`config.mk`:
```
export PLATFORM = sky130hd
export DESIGN_NAME = pulse_event_arbiter_flat
export DESIGN_NICKNAME = d
export VERILOG_FILES = /design/src/rtl/pulse_event_arbiter_pkg.sv /design/src/rtl/pulse_event_arbiter_if.sv /design/src/rtl/pulse_rise_detect.sv /design/src/rtl/pulse_event_arbiter.sv /design/src/flat_wrapper.sv
export SDC_FILE = /design/constraint.sdc
export NUM_CORES = 1
export LEC_CHECK = 0
export BUFFER_PORTS_ARGS = -buffer_cell sky130_fd_sc_hd__clkbuf_2
export CORE_MARGIN = 5
export CORE_UTILIZATION = 34
export CTS_CLUSTER_SIZE = 20
export DETAILED_ROUTE_END_ITERATION = 16
export PLACE_DENSITY = 0.54
export SYNTH_ARGS = -nofsm -noshare
export SYNTH_HDL_FRONTEND = slang
export SYNTH_SLANG_ARGS = --single-unit
```
`constraint.sdc`:
```
create_clock -name clk -period 2.23 [get_ports clk]
set_input_delay 0.3345 -clock clk [delete_from_list [all_inputs] [get_ports clk]]
set_output_delay 0.3345 -clock clk [all_outputs]
set_load 0.01 [all_outputs]
```
`src/rtl/pulse_event_arbiter_pkg.sv`:
```
`default_nettype none
// ============================================================================
// Module   : pulse_event_arbiter_pkg
// Purpose  : Shared definitions for the pulse event arbiter: FSM state
//            encoding and a ceil(log2) helper used to size the event index.
// Revision : 1.0 - initial release
// ============================================================================
package pulse_event_arbiter_pkg;

  localparam logic [1:0] c_ST_IDLE  = 2'd0;
  localparam logic [1:0] c_ST_ISSUE = 2'd1;
  localparam logic [1:0] c_ST_GAP   = 2'd2;

  typedef enum logic [1:0] {
    IDLE  = c_ST_IDLE,
    ISSUE = c_ST_ISSUE,
    GAP   = c_ST_GAP
  } arb_state_e;

  // Smallest w such that 2**w >= value (value >= 1).
  function automatic int clog2(input int value);
    int v;
    int r;
    r = 0;
    v = value - 1;
    while (v > 0) begin
      r = r + 1;
      v = v >> 1;
    end
    return r;
  endfunction

endpackage
`default_nettype wire

```
`src/rtl/pulse_event_arbiter_if.sv`:
```
`default_nettype none
// ============================================================================
// Module   : pulse_event_arbiter_if
// Purpose  : Valid/ready event port between the arbiter and its consumer.
// Signals  : out_valid - event offered
//            out_id    - index of the offered event, stable while valid
//            out_ready - consumer accepts on out_valid & out_ready
// Modports : master (arbiter side), slave (consumer side)
// Revision : 1.0 - initial release
// ============================================================================
interface pulse_event_arbiter_if #(
  parameter int ID_W = 2
);

  logic            out_valid;
  logic [ID_W-1:0] out_id;
  logic            out_ready;

  modport master (
    output out_valid,
    output out_id,
    input  out_ready
  );

  modport slave (
    input  out_valid,
    input  out_id,
    output out_ready
  );

endinterface
`default_nettype wire

```
`src/rtl/pulse_rise_detect.sv`:
```
`default_nettype none
// ============================================================================
// Module   : pulse_rise_detect
// Purpose  : One requester line: rising-edge detector, pending event bit and
//            sticky overflow bit.
// Ports    : clk, rst       - clock, async active-high reset
//            i_level        - level request (synchronous to clk)
//            i_select       - arbiter takes this line's pending event now
//            i_ovf_clear    - clears the overflow bit
//            o_pending      - an event is queued on this line
//            o_overflow     - an event was dropped since the last clear
// Revision : 1.0 - initial release
// ============================================================================
module pulse_rise_detect (
  input  logic clk,
  input  logic rst,
  input  logic i_level,
  input  logic i_select,
  input  logic i_ovf_clear,
  output logic o_pending,
  output logic o_overflow
);

  logic r_prev;
  logic r_pending;
  logic r_overflow;
  logic w_rise;

  // r_prev resets to 0, so a line held high across reset release yields
  // exactly one event.
  assign w_rise = i_level & ~r_prev;

  always_ff @(posedge clk or posedge rst) begin
    if (rst) begin
      r_prev     <= 1'b0;
      r_pending  <= 1'b0;
      r_overflow <= 1'b0;
    end else begin
      r_prev <= i_level;

      // A new edge arriving in the same cycle the old one is taken is kept.
      if (w_rise) begin
        r_pending <= 1'b1;
      end else if (i_select) begin
        r_pending <= 1'b0;
      end

      // Set has priority over clear so a drop is never silently lost.
      if (w_rise && r_pending && !i_select) begin
        r_overflow <= 1'b1;
      end else if (i_ovf_clear) begin
        r_overflow <= 1'b0;
      end
    end
  end

  assign o_pending  = r_pending;
  assign o_overflow = r_overflow;

endmodule
`default_nettype wire

```
`src/rtl/pulse_event_arbiter.sv`:
```
`default_nettype none
// ============================================================================
// Module   : pulse_event_arbiter
// Purpose  : Converts N level request lines into one-shot events, queues one
//            pending bit per line and issues them round-robin over a
//            valid/ready port, with a programmable idle gap after each issue.
// Ports    : clk, rst   - clock, async active-high reset
//            req_level  - level requests, synchronous to clk
//            evt        - event port (out_valid / out_id / out_ready)
//            pending    - queued, not yet selected events
//            overflow   - sticky per-line dropped-event flags
//            ovf_clear  - per-bit clear of overflow
//            busy       - FSM is not idle
// Revision : 1.0 - initial release
// ============================================================================
module pulse_event_arbiter
  import pulse_event_arbiter_pkg::*;
#(
  parameter int N_REQ      = 4,
  parameter int ID_W       = 2,
  parameter int GAP_CYCLES = 2,
  parameter int GAP_W      = 4
) (
  input  logic                 clk,
  input  logic                 rst,
  input  logic [N_REQ-1:0]     req_level,
  pulse_event_arbiter_if.master evt,
  output logic [N_REQ-1:0]     pending,
  output logic [N_REQ-1:0]     overflow,
  input  logic [N_REQ-1:0]     ovf_clear,
  output logic                 busy
);

  // Value loaded into the gap counter on a handshake; counter then runs
  // down to 0 giving GAP_CYCLES cycles in GAP.
  localparam logic [GAP_W-1:0] c_GAP_LOAD =
    GAP_W'((GAP_CYCLES > 0) ? (GAP_CYCLES - 1) : 0);

  arb_state_e       r_state;
  arb_state_e       w_state_nx;
  logic             r_valid;
  logic             w_valid_nx;
  logic [ID_W-1:0]  r_id;
  logic [ID_W-1:0]  w_id_nx;
  logic [ID_W-1:0]  r_rr_ptr;
  logic [ID_W-1:0]  w_rr_nx;
  logic [GAP_W-1:0] r_gap;
  logic [GAP_W-1:0] w_gap_nx;

  logic             w_found;
  logic [ID_W-1:0]  w_sel;
  logic             w_sel_en;
  logic [N_REQ-1:0] w_sel_onehot;

  // --------------------------------------------------------------------------
  // Per-line edge detect and pending/overflow storage
  // --------------------------------------------------------------------------
  for (genvar gi = 0; gi < N_REQ; gi++) begin : g_line
    pulse_rise_detect u_det (
      .clk        (clk),
      .rst        (rst),
      .i_level    (req_level[gi]),
      .i_select   (w_sel_onehot[gi]),
      .i_ovf_clear(ovf_clear[gi]),
      .o_pending  (pending[gi]),
      .o_overflow (overflow[gi])
    );
  end

  // --------------------------------------------------------------------------
  // Round-robin search: first pending line at or above r_rr_ptr, otherwise
  // the first pending line from 0 (wrap-around).
  // --------------------------------------------------------------------------
  always_comb begin
    w_found = 1'b0;
    w_sel   = '0;
    for (int j = 0; j < N_REQ; j++) begin
      if (!w_found && pending[j] && (j >= int'(r_rr_ptr))) begin
        w_found = 1'b1;
        w_sel   = ID_W'(j);
      end
    end
    for (int j = 0; j < N_REQ; j++) begin
      if (!w_found && pending[j]) begin
        w_found = 1'b1;
        w_sel   = ID_W'(j);
      end
    end
  end

  always_comb begin
    w_sel_onehot = '0;
    for (int j = 0; j < N_REQ; j++) begin
      if (w_sel_en && (w_sel == ID_W'(j))) begin
        w_sel_onehot[j] = 1'b1;
      end
    end
  end

  // --------------------------------------------------------------------------
  // FSM next state and registered outputs
  // --------------------------------------------------------------------------
  always_comb begin
    w_state_nx = r_state;
    w_valid_nx = r_valid;
    w_id_nx    = r_id;
    w_rr_nx    = r_rr_ptr;
    w_gap_nx   = r_gap;
    w_sel_en   = 1'b0;

    case (r_state)
      IDLE: begin
        if (w_found) begin
          w_sel_en   = 1'b1;
          w_id_nx    = w_sel;
          w_valid_nx = 1'b1;
          w_rr_nx    = (w_sel == ID_W'(N_REQ - 1)) ? '0 : (w_sel + ID_W'(1));
          w_state_nx = ISSUE;
        end
      end

      ISSUE: begin
        // out_valid is always 1 here; hold id until the consumer accepts.
        if (evt.out_ready) begin
          w_valid_nx = 1'b0;
          if (GAP_CYCLES > 0) begin
            w_gap_nx   = c_GAP_LOAD;
            w_state_nx = GAP;
          end else begin
            w_state_nx = IDLE;
          end
        end
      end

      GAP: begin
        if (r_gap == '0) begin
          w_state_nx = IDLE;
        end else begin
          w_gap_nx = r_gap - GAP_W'(1);
        end
      end

      default: begin
        w_state_nx = IDLE;
        w_valid_nx = 1'b0;
      end
    endcase
  end

  always_ff @(posedge clk or posedge rst) begin
    if (rst) begin
      r_state  <= IDLE;
      r_valid  <= 1'b0;
      r_id     <= '0;
      r_rr_ptr <= '0;
      r_gap    <= '0;
    end else begin
      r_state  <= w_state_nx;
      r_valid  <= w_valid_nx;
      r_id     <= w_id_nx;
      r_rr_ptr <= w_rr_nx;
      r_gap    <= w_gap_nx;
    end
  end

  assign evt.out_valid = r_valid;
  assign evt.out_id    = r_id;
  assign busy          = (r_state != IDLE);

endmodule
`default_nettype wire

```
`src/flat_wrapper.sv`:
```
// flat-port wrapper written by rule: the top's interface ports become plain ports
module pulse_event_arbiter_flat import pulse_event_arbiter_pkg::*;
#(
  parameter int N_REQ      = 4,
  parameter int ID_W       = 2,
  parameter int GAP_CYCLES = 2,
  parameter int GAP_W      = 4
)
  (clk, rst, req_level, pending, overflow, ovf_clear, busy, evt_out_valid, evt_out_id, evt_out_ready);
  pulse_event_arbiter_if #(.ID_W(ID_W)) evt_i ();
  input  logic clk;
  input  logic rst;
  input  logic [N_REQ-1:0] req_level;
  output logic [N_REQ-1:0] pending;
  output logic [N_REQ-1:0] overflow;
  input  logic [N_REQ-1:0] ovf_clear;
  output logic busy;
  output wire logic [$bits(evt_i.out_valid)-1:0] evt_out_valid;
  output wire logic [$bits(evt_i.out_id)-1:0] evt_out_id;
  input wire logic [$bits(evt_i.out_ready)-1:0] evt_out_ready;
  assign evt_out_valid = evt_i.out_valid;
  assign evt_out_id = evt_i.out_id;
  assign evt_i.out_ready = evt_out_ready;
  pulse_event_arbiter #(.N_REQ(N_REQ), .ID_W(ID_W), .GAP_CYCLES(GAP_CYCLES), .GAP_W(GAP_W)) u_core (.clk(clk), .rst(rst), .req_level(req_level), .evt(evt_i), .pending(pending), .overflow(overflow), .ovf_clear(ovf_clear), .busy(busy));
endmodule
```
==> results.tsv, run 1 <==
stage	metric	value	unit
power_and_ir_drop	Leak	0.648	nW
route	violation count after the first detailed-route iteration	60	
power_and_ir_drop	Peak VDD IR	0.000264	V
synthesis	synthesized cell area	1130	um^2
synthesis	Synth area leaders	dfrtp_1 (51%), nand2_1 (6.9%), ha_1 (6.6%)	
layout	Syn-to-layout area delta	12.5	%
layout	fin util	38.9	%
sta	setup violators final	0	
placement	post-DP HPWL	1520	um
critical_path	Crit path max-delay family	compound AO/OA/AOI/OAI gates	
critical_path	CP Cell Sequence	nor3b_1, a211oi_1, inv_1, ha_1, nand2_1, nand2_1, o22ai_1	
clock_tree	clk root buf	clkbuf_4	
synthesis	Seq/Total Area, Yosys	50.7	%
sta	final hold violations	0	
synthesis	syn avg cell area	10.1	um^2
critical_path	Max FO, Critical Path	7	
run	number of max-cap violations	0	
clock_tree	clock sinks	23	
outcome	outcome	complete, no violations	
clock_tree	CTS Hold Bufs	0	
critical_path	kind of critical path	reg -> reg	
critical_path	Critical R2R Launch	u_core.g_line[0].u_det.o_pending$_DFFE_PP0P_	
placement	Buffers on Ports	22	
global_routing	vias in the first global route	800	
critical_path	Critical Path Start Type	register	
global_routing	Overall Global Routing Usage	10.0	%
route	TritonRoute pass-1 iters	4	
critical_path	CP max stage delay	0.53	ns
hold_path	Hold Crit Class	in -> async	
route	WL per Instance	11.1	um
clock_tree	Post-CTS Setup Inserts	0	
floorplan	Ports	23	
global_routing	largest net degree at the start of global routing	24	
sta	Final min period	1.85	ns
placement	placed inst area	1250	um^2
clock_tree	clock latency on the worst-skew pair	0.30	ns
critical_path	Req. time, crit path	2.46	ns
global_routing	layer with the highest usage	met2	
clock_tree	H-tree depth	1	
route	Routed WL	1970	um
critical_path	Critical Path Slowest Stage Cell	a211oi_1	
layout	fraction of layout cells with a size suffix above 1	25.2	%
sta	Worst Tran Pin Value	0.596	ns
clock_tree	CTS tree	done	
global_routing	GR met3 Demand/Resource	2.33	%
global_routing	first-pass GRT wire length	3480	um
global_routing	initial antenna violation count	0	
power_and_ir_drop	power density cells	1240	nW/um^2
sta	RSZ-0062 raised after global routing	false	
route	Vias/cell	4.38	
sta	Worst slew margin	60.1	%
sta	Post-Route Skew	0.00339	ns
layout	# diodes	0	
synthesis	synth warn	0	
critical_path	Reg2Reg Depth	7	
layout	post-route cell area	1280	um^2
critical_path	CP dominant cell by count	nand2_1	
critical_path	R2R Path End	u_core.g_line[1].u_det.o_overflow$_DFFE_PP0P_	
global_routing	met1 Use GR	13.2	%
clock_tree	number of buffers created by CTS	3	
floorplan	Die W	67.8	um
layout	# nets final	149	
clock_tree	Reg clk slew, reported paths	0.12	ns
synthesis	share of the synthesized area in the top cell type	50.7	%
clock_tree	CTS max path bufs	2	
global_routing	grt ovf	0	
route	routed via count	776	
floorplan	Initial Util	34.6	%
route	DRC Markers	0	
critical_path	Worst R2R Setup Slack	0.38	ns
layout	fillers	338	
clock_tree	post-cts sizing count	0	
critical_path	critical path arrival	2.09	ns
sta	maximum clock rate	539	MHz
synthesis	Synth cell types	25	
sta	Final Slew Violations	0	
synthesis	most area-hungry cell type in the Yosys netlist	dfrtp_1	
sta	Setup TNS	0	ns
floorplan	DIE AREA	4590	um^2
placement	RePlAce Congestion	0.792	
route	Antenna Nets Post-Route	0	
floorplan	die height	67.8	um
floorplan	core area	3280	um^2
global_routing	GRT met2 Usage	15.2	%
synthesis	Post-Syn Instances	112	
synthesis	syn nets	129	
floorplan	FP Rows	21	
critical_path	Worst Path Buf+Inv	1	
sta	Final period util	83.2	%
critical_path	CP endpoint kind	register	
synthesis	Seq cells post-synth	23	
-- logic make-up (layout without fill, tap and decap cells) --
logic type	after synthesis	in the layout	synth area share, %
simple gates	41	41	19.2
flops	23	23	50.7
buf+inv	21	40	9.59
compound gates	16	16	8.60
fa+ha+maj	6	6	6.62
mux	5	5	5.29
-- tightest hold or removal path, cell delays in order --
cell and delay [ns]:
clkbuf_2 0.08, inv_1 0.04, buf_4 0.28
-- power by group --
group / leakage, nW / switching [mW] / internal [mW]
registers: 0.272 / 0.156 / 0.555
clock network: 0.0150 / 0.118 / 0.0697
logic: 0.361 / 0.368 / 0.312
total: 0.648 / 0.642 / 0.936
-- placed cells by master (no fill, tap or decap), types with 2 or more instances in the layout --
cell	n
dfrtp_1	23
clkbuf_4	3
nand2_1	21
mux2i_1	3
o21ai_0	4
mux2_4	2
inv_1	13
clkbuf_2	22
nor3_1	2
a21oi_1	3
o22ai_1	5
nand2b_1	5
nor3b_1	2
nor2_1	3
ha_1	6
a211oi_1	2
-- stage by stage --
step / std cells / setup WS [ns] / power (mW) / hold WS [ns]
final: 177 / 0.376 / 1.58 / 0.0226
after global routing: 177 / 0.100 / 1.75 / 0.0550
after CTS: 177 / 0.323 / 1.61 / 0.0195
after detailed placement: 173 / 0.341 / 1.41 / 0.378
after global placement: 173 / 0.443 / 1.39 / 0.367
after floorplan: 112 / 0.714 / 1.25 / 0.336
-- sequential cells by signal, summed over array words and instances (netlist names) --
name / count
u_core.g_line.u_det.r_prev: 4
u_core.r_gap: 4
u_core.g_line.u_det.o_pending: 4
u_core.g_line.u_det.o_overflow: 4
u_core.evt.out_id: 2
u_core.r_rr_ptr: 2
u_core.evt.out_valid: 1
u_core.r_state: 2
-- per-layer routing --
layer | share of wire (%) | vias up
li1 | - | 399
met1 | 46 | 362
met2 | 48 | 13
met3 | 3.9 | 2
met4 | 1.3 | 0
met5 | 0 | -
-- how the worst max path moves through the flow --
stage / from / endpoint / slack, ns / cells past startpoint
6_report: u_core.g_line[0].u_det.o_pending$_DFFE_PP0P_ / u_core.g_line[1].u_det.o_overflow$_DFFE_PP0P_ / 0.38 / 7
3_5_place_dp: u_core.g_line[0].u_det.o_pending$_DFFE_PP0P_ / u_core.g_line[1].u_det.o_overflow$_DFFE_PP0P_ / 0.34 / 7
4_1_cts: u_core.g_line[0].u_det.o_pending$_DFFE_PP0P_ / u_core.r_rr_ptr[1]$_DFFE_PP0N_ / 0.32 / 5
5_1_grt: u_core.g_line[0].u_det.o_pending$_DFFE_PP0P_ / u_core.g_line[0].u_det.o_overflow$_DFFE_PP0P_ / 0.10 / 8
2_1_floorplan: u_core.g_line[0].u_det.o_pending$_DFFE_PP0P_ / u_core.r_rr_ptr[1]$_DFFE_PP0N_ / 0.71 / 5
3_3_place_gp: u_core.g_line[0].u_det.o_pending$_DFFE_PP0P_ / u_core.g_line[1].u_det.o_overflow$_DFFE_PP0P_ / 0.44 / 7
-- synth_stat cells, drive strengths merged --
| cell | n |
|---|---|
| dfrtp | 23 |
| nand2 | 22 |
| inv | 13 |
| buf | 8 |
| ha | 6 |
| nand2b | 5 |
| o22ai | 5 |
| nor2 | 4 |
| o21ai | 4 |
| a21oi | 3 |
| mux2i | 3 |
| nor3b | 3 |
| a211oi | 2 |
| mux2 | 2 |
| nor3 | 2 |
| a221oi | 1 |
| nand3 | 1 |
| nand3b | 1 |
| nor2b | 1 |
| o31ai | 1 |
| or2 | 1 |
| or4 | 1 |
-- final cells by class --
| cell class | instances | area (um^2) | share of cell area, % |
|---|---|---|---|
| Clock buffer | 4 | 26.3 | 2.06 |
| Multi-Input combinational cell | 68 | 450 | 35.3 |
| Timing Repair Buffer | 23 | 118 | 9.22 |
| Tap cell | 46 | 57.6 | 4.51 |
| Sequential cell | 23 | 576 | 45.1 |
| Inverter | 13 | 48.8 | 3.82 |
No activity file was read; power rests on OpenSTA's default activity.
==> inputs of run 2 (changes only) <==
- PLACE_DENSITY: 0.54 -> 0.56
- clock period: 2.23 -> 1.5 ns (I/O delays scaled with it)
==> run 2 against run 1 <==
  * The run now ends with negative setup slack left
  * Sequential share of layout area is 7.9 points lower
  * Maximum frequency increased by 18%
  * Wire length increased by 27%
  * Non-clock buffer count is 20 higher
  * Clock power increased by 53%
  * Die area did not move
  * First-iteration DRC count shrank 10%
  * Count of clock-buffer cells in the layout fell by 1
  * Sequential power is 50% higher
  * Largest cell class unchanged
  * Largest power group is now combinational logic
==> results.tsv, run 2 (synthesized netlist as in run 1, its figures left out) <==
stage	metric	value	unit
global_routing	initial antenna violation count	0	
global_routing	largest net degree at the start of global routing	24	
route	routed via count	893	
sta	maximum clock rate	639	MHz
layout	fillers	325	
sta	Final min period	1.57	ns
sta	setup violators final	8	
placement	post-DP HPWL	1700	um
clock_tree	CTS tree	done	
route	Vias/cell	4.53	
sta	final setup margin	-0.0653	ns
clock_tree	H-tree depth	1	
placement	placed inst area	1350	um^2
sta	Worst slew margin	78.6	%
route	WL per Instance	12.7	um
clock_tree	number of buffers created by CTS	3	
sta	Final Slew Violations	0	
outcome	violated checks	negative setup slack	
clock_tree	clock latency on the worst-skew pair	0.31	ns
route	DRC Markers	0	
sta	RSZ-0062 raised after global routing	true	
placement	dpl cells	185	
layout	post-route cell area	1560	um^2
sta	Final period util	104	%
layout	post-route insts no fill	197	
floorplan	DIE AREA	4590	um^2
layout	# nets final	169	
floorplan	core area	3280	um^2
hold_path	Hold Crit Class	in -> reg	
critical_path	Req. time, crit path	1.71	ns
sta	Post-Route Skew	0.00749	ns
global_routing	Overall Global Routing Usage	10.7	%
critical_path	CP endpoint kind	register	
critical_path	kind of critical path	reg -> reg	
floorplan	Initial Util	34.6	%
power_and_ir_drop	Leak	0.761	nW
placement	RePlAce Congestion	0.788	
layout	Syn-to-layout area delta	37.5	%
sta	Worst Tran Pin Value	0.321	ns
power_and_ir_drop	Peak VDD IR	0.000529	V
clock_tree	Reg clk slew, reported paths	0.13	ns
route	Routed WL	2500	um
clock_tree	CTS max path bufs	2	
critical_path	critical path arrival	1.78	ns
clock_tree	clk root buf	clkbuf_4	
global_routing	first-pass GRT wire length	3730	um
route	Antenna Nets Post-Route	0	
power_and_ir_drop	power density cells	2020	nW/um^2
power_and_ir_drop	total power	3.15	mW
layout	most frequent cells in the layout	clkbuf_2 (22), buf_4 (19), dfrtp_1 (19), nand2_1 (13), inv_1 (11)	
run	number of max-cap violations	0	
global_routing	vias in the first global route	891	
floorplan	FP Rows	21	
route	violation count after the first detailed-route iteration	54	
route	TritonRoute pass-1 iters	5	
outcome	outcome	finished with violations	
critical_path	Max FO, Critical Path	6	
sta	final hold violations	0	
layout	fraction of layout cells with a size suffix above 1	55.6	%
critical_path	Critical Path Start Type	register	
floorplan	die height	67.8	um
floorplan	Ports	23	
clock_tree	clock sinks	23	
layout	# diodes	0	
sta	Setup TNS	-0.250	ns
floorplan	Die W	67.8	um
global_routing	grt ovf	0	
layout	most common cell after layout, fill and taps aside	clkbuf_2	
sta	Min Hold Slack	0.0251	ns
placement	Buffers on Ports	22	
[run 2: cell count changes in the layout (fill, tap and decap cells not counted), moves of 3 or more]
cell	delta
o22ai_2	+4
nand2_2	+8
dfrtp_1	-4
dfrtp_2	+4
nand2_1	-8
buf_4	+18
ha_1	-4
o22ai_1	-4
ha_2	+3
[run 2: stage by stage]
stage | util (%) | setup slack, ns
6_report | 47.5 | -0.0653
5_1_grt | 47.5 | -0.128
4_1_cts | 43.8 | -0.0297
3_5_place_dp | 41.0 | -0.0901
3_3_place_gp | 41.0 | -0.0333
2_1_floorplan | - | 0.0230
[run 2: layer usage]
metal | wire length [um] | track usage [%]
met5 | 0 | 0
met4 | 74 | 4.47
met3 | 84 | 1.66
met2 | 1230 | 17.9
met1 | 1110 | 13.8
[run 2: path summary, 6_finish.rpt]
check | from | endpoint | slack (ns) | cells past startpoint
min in group asynchronous | rst | u_core.g_line[1].u_det.r_prev$_DFF_PP0_ | 0.47 | 4
min reg2reg | u_core.evt.out_valid$_DFFE_PP0P_ | u_core.evt.out_valid$_DFFE_PP0P_ | 0.50 | 2
max | u_core.r_rr_ptr[1]$_DFFE_PP0N_ | u_core.g_line[3].u_det.o_overflow$_DFFE_PP0P_ | -0.07 | 7
max reg2reg | u_core.r_rr_ptr[1]$_DFFE_PP0N_ | u_core.g_line[3].u_det.o_overflow$_DFFE_PP0P_ | -0.07 | 7
max in group asynchronous | rst | u_core.g_line[0].u_det.o_pending$_DFFE_PP0P_ | 0.78 | 4
min | req_level[3] | u_core.g_line[3].u_det.r_prev$_DFF_PP0_ | 0.03 | 1
[run 2: cell type report]
cell class | instances | area [um^2] | share of cell area (%)
Inverter | 13 | 48.8 | 3.13
Clock inverter | 1 | 5.00 | 0.321
Multi-Input combinational cell | 68 | 572 | 36.6
Sequential cell | 23 | 581 | 37.2
Tap cell | 46 | 57.6 | 3.69
Clock buffer | 3 | 22.5 | 1.44
Timing Repair Buffer | 43 | 274 | 17.6
[run 2: timing repair]
action / in CTS / in global routing
endpoints found under the setup margin: 12 / 17
pin swaps: 14 / 8
gates resized for setup: 11 / 25
hold buffers: 1 / 0
setup buffers: 4 / 3
hold endpoints to repair: 23 / 0
[run 2: worst max-delay path, stage by stage, from the launching register on]
cell     delay (ns)
dfrtp_2        0.46
mux2i_1        0.24
o22ai_2        0.12
nor2_4         0.19
ha_2           0.23
nand2_2        0.06
nand2_2        0.09
o22ai_2        0.08
[run 2: report_power, final]
group	leakage (nW)	switching [mW]	internal (mW)
logic	0.475	0.858	0.939
registers	0.269	0.236	0.832
clock network	0.0177	0.189	0.0996
total	0.761	1.28	1.87
